--- src/rtl/legv8_ex_mem_reg.sv ---
// EX/MEM pipeline register for the 5-stage LEGv8 core: captures EX results, resolves
// the branch for MEM, supports stall/flush and emits a single redirect pulse per taken branch.
module legv8_ex_mem_reg #(
  parameter int DATA_W     = 64,
  parameter int REG_ADDR_W = 5
) (
  input  logic                  clk,
  input  logic                  rst_n,
  input  logic                  stall,
  input  logic                  flush,
  input  logic                  ex_valid,
  input  logic [DATA_W-1:0]     ex_alu_result,
  input  logic                  ex_is_zero,
  input  logic [DATA_W-1:0]     ex_br_tar,
  input  logic [DATA_W-1:0]     ex_wdata,
  input  logic [REG_ADDR_W-1:0] ex_rd,
  input  logic                  ex_mem_read,
  input  logic                  ex_mem_write,
  input  logic                  ex_reg_write,
  input  logic                  ex_mem_to_reg,
  input  logic                  ex_branch,
  input  logic                  ex_branch_nz,
  input  logic                  ex_uncond,
  output logic                  mem_valid,
  output logic [DATA_W-1:0]     mem_alu_result,
  output logic [DATA_W-1:0]     mem_wdata,
  output logic [DATA_W-1:0]     mem_br_tar,
  output logic [REG_ADDR_W-1:0] mem_rd,
  output logic                  mem_mem_read,
  output logic                  mem_mem_write,
  output logic                  mem_reg_write,
  output logic                  mem_mem_to_reg,
  output logic                  pc_src
);

  typedef struct packed {
    logic valid;
    logic mem_read;
    logic mem_write;
    logic reg_write;
    logic mem_to_reg;
    logic taken;
  } ctrl_t;

  ctrl_t                  ctrl_q, ctrl_d;
  logic [DATA_W-1:0]      alu_q, alu_d;
  logic [DATA_W-1:0]      wdata_q, wdata_d;
  logic [DATA_W-1:0]      br_tar_q, br_tar_d;
  logic [REG_ADDR_W-1:0]  rd_q, rd_d;
  logic                   redir_done_q, redir_done_d;
  logic                   ex_taken;
  logic                   ex_rd_xzr;
  logic                   pc_src_w;

  assign ex_taken  = ex_uncond | (ex_branch & (ex_branch_nz ? ~ex_is_zero : ex_is_zero));
  assign ex_rd_xzr = (ex_rd == {REG_ADDR_W{1'b1}});
  assign pc_src_w  = ctrl_q.valid & ctrl_q.taken & ~redir_done_q;

  always_comb begin
    ctrl_d       = ctrl_q;
    alu_d        = alu_q;
    wdata_d      = wdata_q;
    br_tar_d     = br_tar_q;
    rd_d         = rd_q;
    redir_done_d = redir_done_q;
    if (flush) begin
      // data fields are don't-care in a bubble, so they simply hold
      ctrl_d       = '0;
      redir_done_d = 1'b0;
    end else if (stall) begin
      // a held taken branch must not re-fire its redirect
      if (pc_src_w) redir_done_d = 1'b1;
    end else begin
      alu_d                = ex_alu_result;
      wdata_d              = ex_wdata;
      br_tar_d             = ex_br_tar;
      rd_d                 = ex_rd;
      ctrl_d.valid         = ex_valid;
      ctrl_d.mem_write     = ex_valid & ex_mem_write;
      ctrl_d.mem_read      = ex_valid & ex_mem_read & ~ex_mem_write;
      ctrl_d.reg_write     = ex_valid & ex_reg_write & ~ex_rd_xzr;
      ctrl_d.mem_to_reg    = ex_valid & ex_mem_to_reg;
      ctrl_d.taken         = ex_valid & ex_taken;
      redir_done_d         = 1'b0;
    end
  end

  always_ff @(posedge clk or negedge rst_n) begin
    if (!rst_n) begin
      ctrl_q       <= '0;
      alu_q        <= '0;
      wdata_q      <= '0;
      br_tar_q     <= '0;
      rd_q         <= '0;
      redir_done_q <= 1'b0;
    end else begin
      ctrl_q       <= ctrl_d;
      alu_q        <= alu_d;
      wdata_q      <= wdata_d;
      br_tar_q     <= br_tar_d;
      rd_q         <= rd_d;
      redir_done_q <= redir_done_d;
    end
  end

  assign mem_valid      = ctrl_q.valid;
  assign mem_alu_result = alu_q;
  assign mem_wdata      = wdata_q;
  assign mem_br_tar     = br_tar_q;
  assign mem_rd         = rd_q;
  assign mem_mem_read   = ctrl_q.mem_read;
  assign mem_mem_write  = ctrl_q.mem_write;
  assign mem_reg_write  = ctrl_q.reg_write;
  assign mem_mem_to_reg = ctrl_q.mem_to_reg;
  assign pc_src         = pc_src_w;

endmodule
--- config.mk ---
export PLATFORM = sky130hd
export DESIGN_NAME = legv8_ex_mem_reg
export DESIGN_NICKNAME = d
export VERILOG_FILES = /design/src/rtl/legv8_ex_mem_reg.sv
export SDC_FILE = /design/constraint.sdc
export NUM_CORES = 1
export LEC_CHECK = 0
export ABC_AREA = 1
export CORE_AREA = 3 3 158 160
export CTS_CLUSTER_SIZE = 28
export DETAILED_ROUTE_END_ITERATION = 12
export DIE_AREA = 0 0 161 163
export GPL_TIMING_DRIVEN = 1
export PLACE_DENSITY_LB_ADDON = 0.05
export SETUP_SLACK_MARGIN = 0.4
export SKIP_CTS_REPAIR_TIMING = 1
export SLEW_MARGIN = 0
export SYNTH_ARGS = -nofsm -noshare
export SYNTH_HDL_FRONTEND = slang
export SYNTH_SLANG_ARGS = --single-unit
--- constraint.sdc ---
create_clock -name clk -period 1 [get_ports clk]
set_clock_uncertainty 0.15 [all_clocks]
set_input_delay 0.15 -clock clk [delete_from_list [all_inputs] [get_ports clk]]
set_output_delay 0.15 -clock clk [all_outputs]
set_load 0.005 [all_outputs]
# Word-level counts from Yosys, hierarchy flattened

Index checks and enable logic that the tools add are counted.

Eq/ne operators: 3
Multiplexer cells: 6
Bitwise operators: 17
Reductions and logical operators: 1

Operator list:

| kind               | number |
|---|---|
| $mux 6             | 2 |
| $and 1x1->1        | 10 |
| $not 1->1          | 6 |
| $eq 5x5->1 const B | 1 |
| $mux 1             | 4 |
| $ne 3x1->1 const B | 1 |
| $ne 2x1->1 const B | 1 |
| $reduce_and 2->1   | 1 |
| $or 1x1->1         | 1 |

Flip-flop bits (word level): 204
Input bits: 210

# Longest topological paths before layout

Depth in word-level cells: 7
Mapped depth: 6
Depth with buffers taken out: 6

# Worst setup path before layout

OpenSTA, ideal clock, no wires.

Path type: input port to flip-flop
Start: input flush
End: register alu_q[10], in the netlist mem_alu_result[10]
Library setup time: 0.116 ns
Arrival: 0.818 ns
Data required time: 0.734 ns
Setup slack: -0.085 ns
Stages: 6
Cells stage by stage: nor2_4 inv_2 buf_4 buf_2 nand2_1 nand2_1

Cells in the longest elaborated chain, start to end: 2

Ends and longest elaborated chain:

| item                       | RTL line | RTL |
|---|---|---|
| start, declared            | 10       | `input logic flush,` |
| $not 1->1 (no line)        | n/a      |  |
| $reduce_and 2->1 (no line) | n/a      |  |
| end signal, assigned       | 98       | `alu_q <= alu_d;` |
| end, declared              | 46       | `logic [DATA_W-1:0] alu_q, alu_d;` |

No other way between the ends.
A chain may end at the register's enable or synchronous reset.

# Final worst setup path

Start: register redir_done_q
End: output pc_src

Cells in the longest elaborated chain, start to end: 2

Ends and longest elaborated chain:

| item                   | RTL line | RTL |
|---|---|---|
| start, declared        | 50       | `logic redir_done_q, redir_done_d;` |
| start signal, assigned | 102      | `redir_done_q <= redir_done_d;` |
| $not 1->1              | 57       | `assign pc_src_w = ctrl_q.valid & ctrl_q.taken & ~redir_done_q;` |
| $and 1x1->1            | 57       |  |
| end, declared          | 33       | `output logic pc_src` |

No other way between the ends.

==> metrics.cfg <==
[run_status]
status = finished with violations
violations = hold timing, setup timing

[global_routing]
grt_max_degree = 61
antenna_found_initial = 0
grtUsageTotal = 0.196
grt_pass1_wl_mm = 40.5
gr-total-overflow = 0
grt_pass1_vias = 7009

[route]
drt_iter0_drc = 348
drc = 0
wire_per_inst_um = 16.8
dr_total_vias = 7426
routed_wl_mm = 29.3
firstDrtPassIters = 4
avgViaCountPerCell = 4.27
ant_nets = 0

[floorplanning]
design.core.area_um2 = 23500
die_x_um = 161
initial_core_util = 0.326
rows = 56
ioPinCount = 413
dieArea_um2 = 26200
die_y_um = 163

[synthesis]
synth_cell_types = 13
synth_seq_cells = 204
yosys.area.top_type = dfrtp_1
syn_area_per_cell_um2 = 8.78
syn_inst = 875
netlist_area_um2 = 7690
netlist.area_leader.share = 0.664
synth_area_leaders = dfrtp_1 (66%), nand2_1 (30%), buf_2 (1.8%), clkbuf_1 (0.49%), inv_1 (0.39%)
yosysSeqAreaShare = 0.664
yosys_warnings = 0
syn-num-nets = 1085

[clock_tree]
clockBufferDepth = 3
clockRootBuffer = clkbuf_16
htree_levels = 1
insertion_delay_ns = 0.49
cts_tree = done
clk_pin_slew_ns = 0.06
clock-sinks = 204
cts_buffers = 23

[timing]
max_freq_mhz = 696
period_share = 1.44
setup_viol = 203
tightest_slew_ns = 0.235
whs_ns = -0.641
period_needed_ns = 1.44
rsz0062_at_grt = true
timing.final.ws_setup_ns = -0.437
finalHoldViolations = 212
finalMaxSlewViolations = 0
max-slew-margin-rel = 0.843

[placed_design]
port_buffers = 412
place_area_um2 = 12600
dp_slack_ns = -0.645
dp_hpwl_mm = 19.8
gp_congestion = 0.793

[worst_setup_path]
timing.rr.start = mem_alu_result[17]
path_max_fanout = 2
startpoint = redir_done_q
path_cells = nor2_2 -> buf_2
worstPathRequired_ns = 0.70
r2r_slack_ns = 0
cp-end-kind = primary output
r2r_end = mem_alu_result[17]
path_class = flop to primary output
crit_slowest_cell = dfrtp_1
start_kind = flop
r2r_cells = 4
crit_path_max_incr_delay_ns = 0.38
arrival_ns = 1.14

[pwr]
p_leak_nw = 7.31
max-vdd-ir-drop_v = 0.000994
powerDensity_nw_per_um2 = 1660
finalPower_mw = 22.5

[finish]
fin_area_um2 = 13600
drive_gt1_frac = 0.295
layout_commonest_cell = nand2_1
final_cell_mix = nand2_1 (567), clkdlybuf4s50_1 (206), dfrtp_1 (204)
num-nets-final = 1616
area_growth_pct = 76.3

[hold_path]
hold_class = input pin to asynchronous set/reset pin

[flow_run]
cap_violations = 0

-- layout make-up --
cell class,count,area [µm²]
Fill cell,2195,9990
Tap cell,319,399
Antenna cell,1,2.50
Sequential cell,204,5100
Timing Repair inverter,2,22.5
Clock inverter,3,17.5
Clock buffer,34,657
Inverter,9,60.1
Multi-Input combinational cell,620,2460
Timing Repair Buffer,546,4830
-- worst max-delay path: cells and delay by family, from the launching register on --
family / cells / cell delay [ns]
flops: 1 / 0.38
simple gates: 1 / 0.12
buf+inv: 1 / 0.14
-- cells by family after synthesis --
family	Yosys count	share of synthesized area
flops	204	0.664
buf+inv	51	0.0308
simple gates	616	0.302
compound gates	4	0.00293
-- cell usage after synthesis --
master,number
inv_1,8
o21a_1,1
buf_1,2
clkbuf_1,10
nor2_1,2
o21ai_0,3
nor2_4,1
inv_2,1
buf_2,27
dfrtp_1,204
nand3_1,2
nand2_1,611
buf_4,3
-- worst max-delay path by stage --
stage,end,slack [ns],cells after the start
2_1_floorplan,mem_alu_result[0],-0.04,5
3_3_place_gp,mem_alu_result[8],-0.60,7
3_5_place_dp,mem_alu_result[35],-0.65,7
4_1_cts,pc_src,-0.90,3
5_1_grt,pc_src,-0.53,3
6_report,pc_src,-0.44,2
-- metrics by stage --
stage	setup TNS, ns	cells	utilization
5_1_grt	-70.04	1737	0.576
4_1_cts	-157.20	1661	0.566
3_5_place_dp	-153.80	1624	0.537
6_report	-61.32	1738	0.576
3_3_place_gp	-148.28	1624	0.537
2_1_floorplan	-4.33	875	-
-- layer usage --
| metal | share of wire | up-vias | global-route usage |
|---|---|---|---|
| met2 | 0.50 | 275 | 0.339 |
| met4 | 0.021 | 0 | 0.0536 |
| met5 | 0 | - | 0 |
| met3 | 0.087 | 44 | 0.0661 |
| li1 | - | 3684 | - |
| met1 | 0.40 | 3423 | 0.235 |
-- where the power goes --
group	total (mW)	switching, mW	internal [mW]
sequential	9.87	0.596	9.27
combinational	4.90	2.08	2.82
clock	7.70	3.21	4.49
Power figures use the tool's default switching activity.
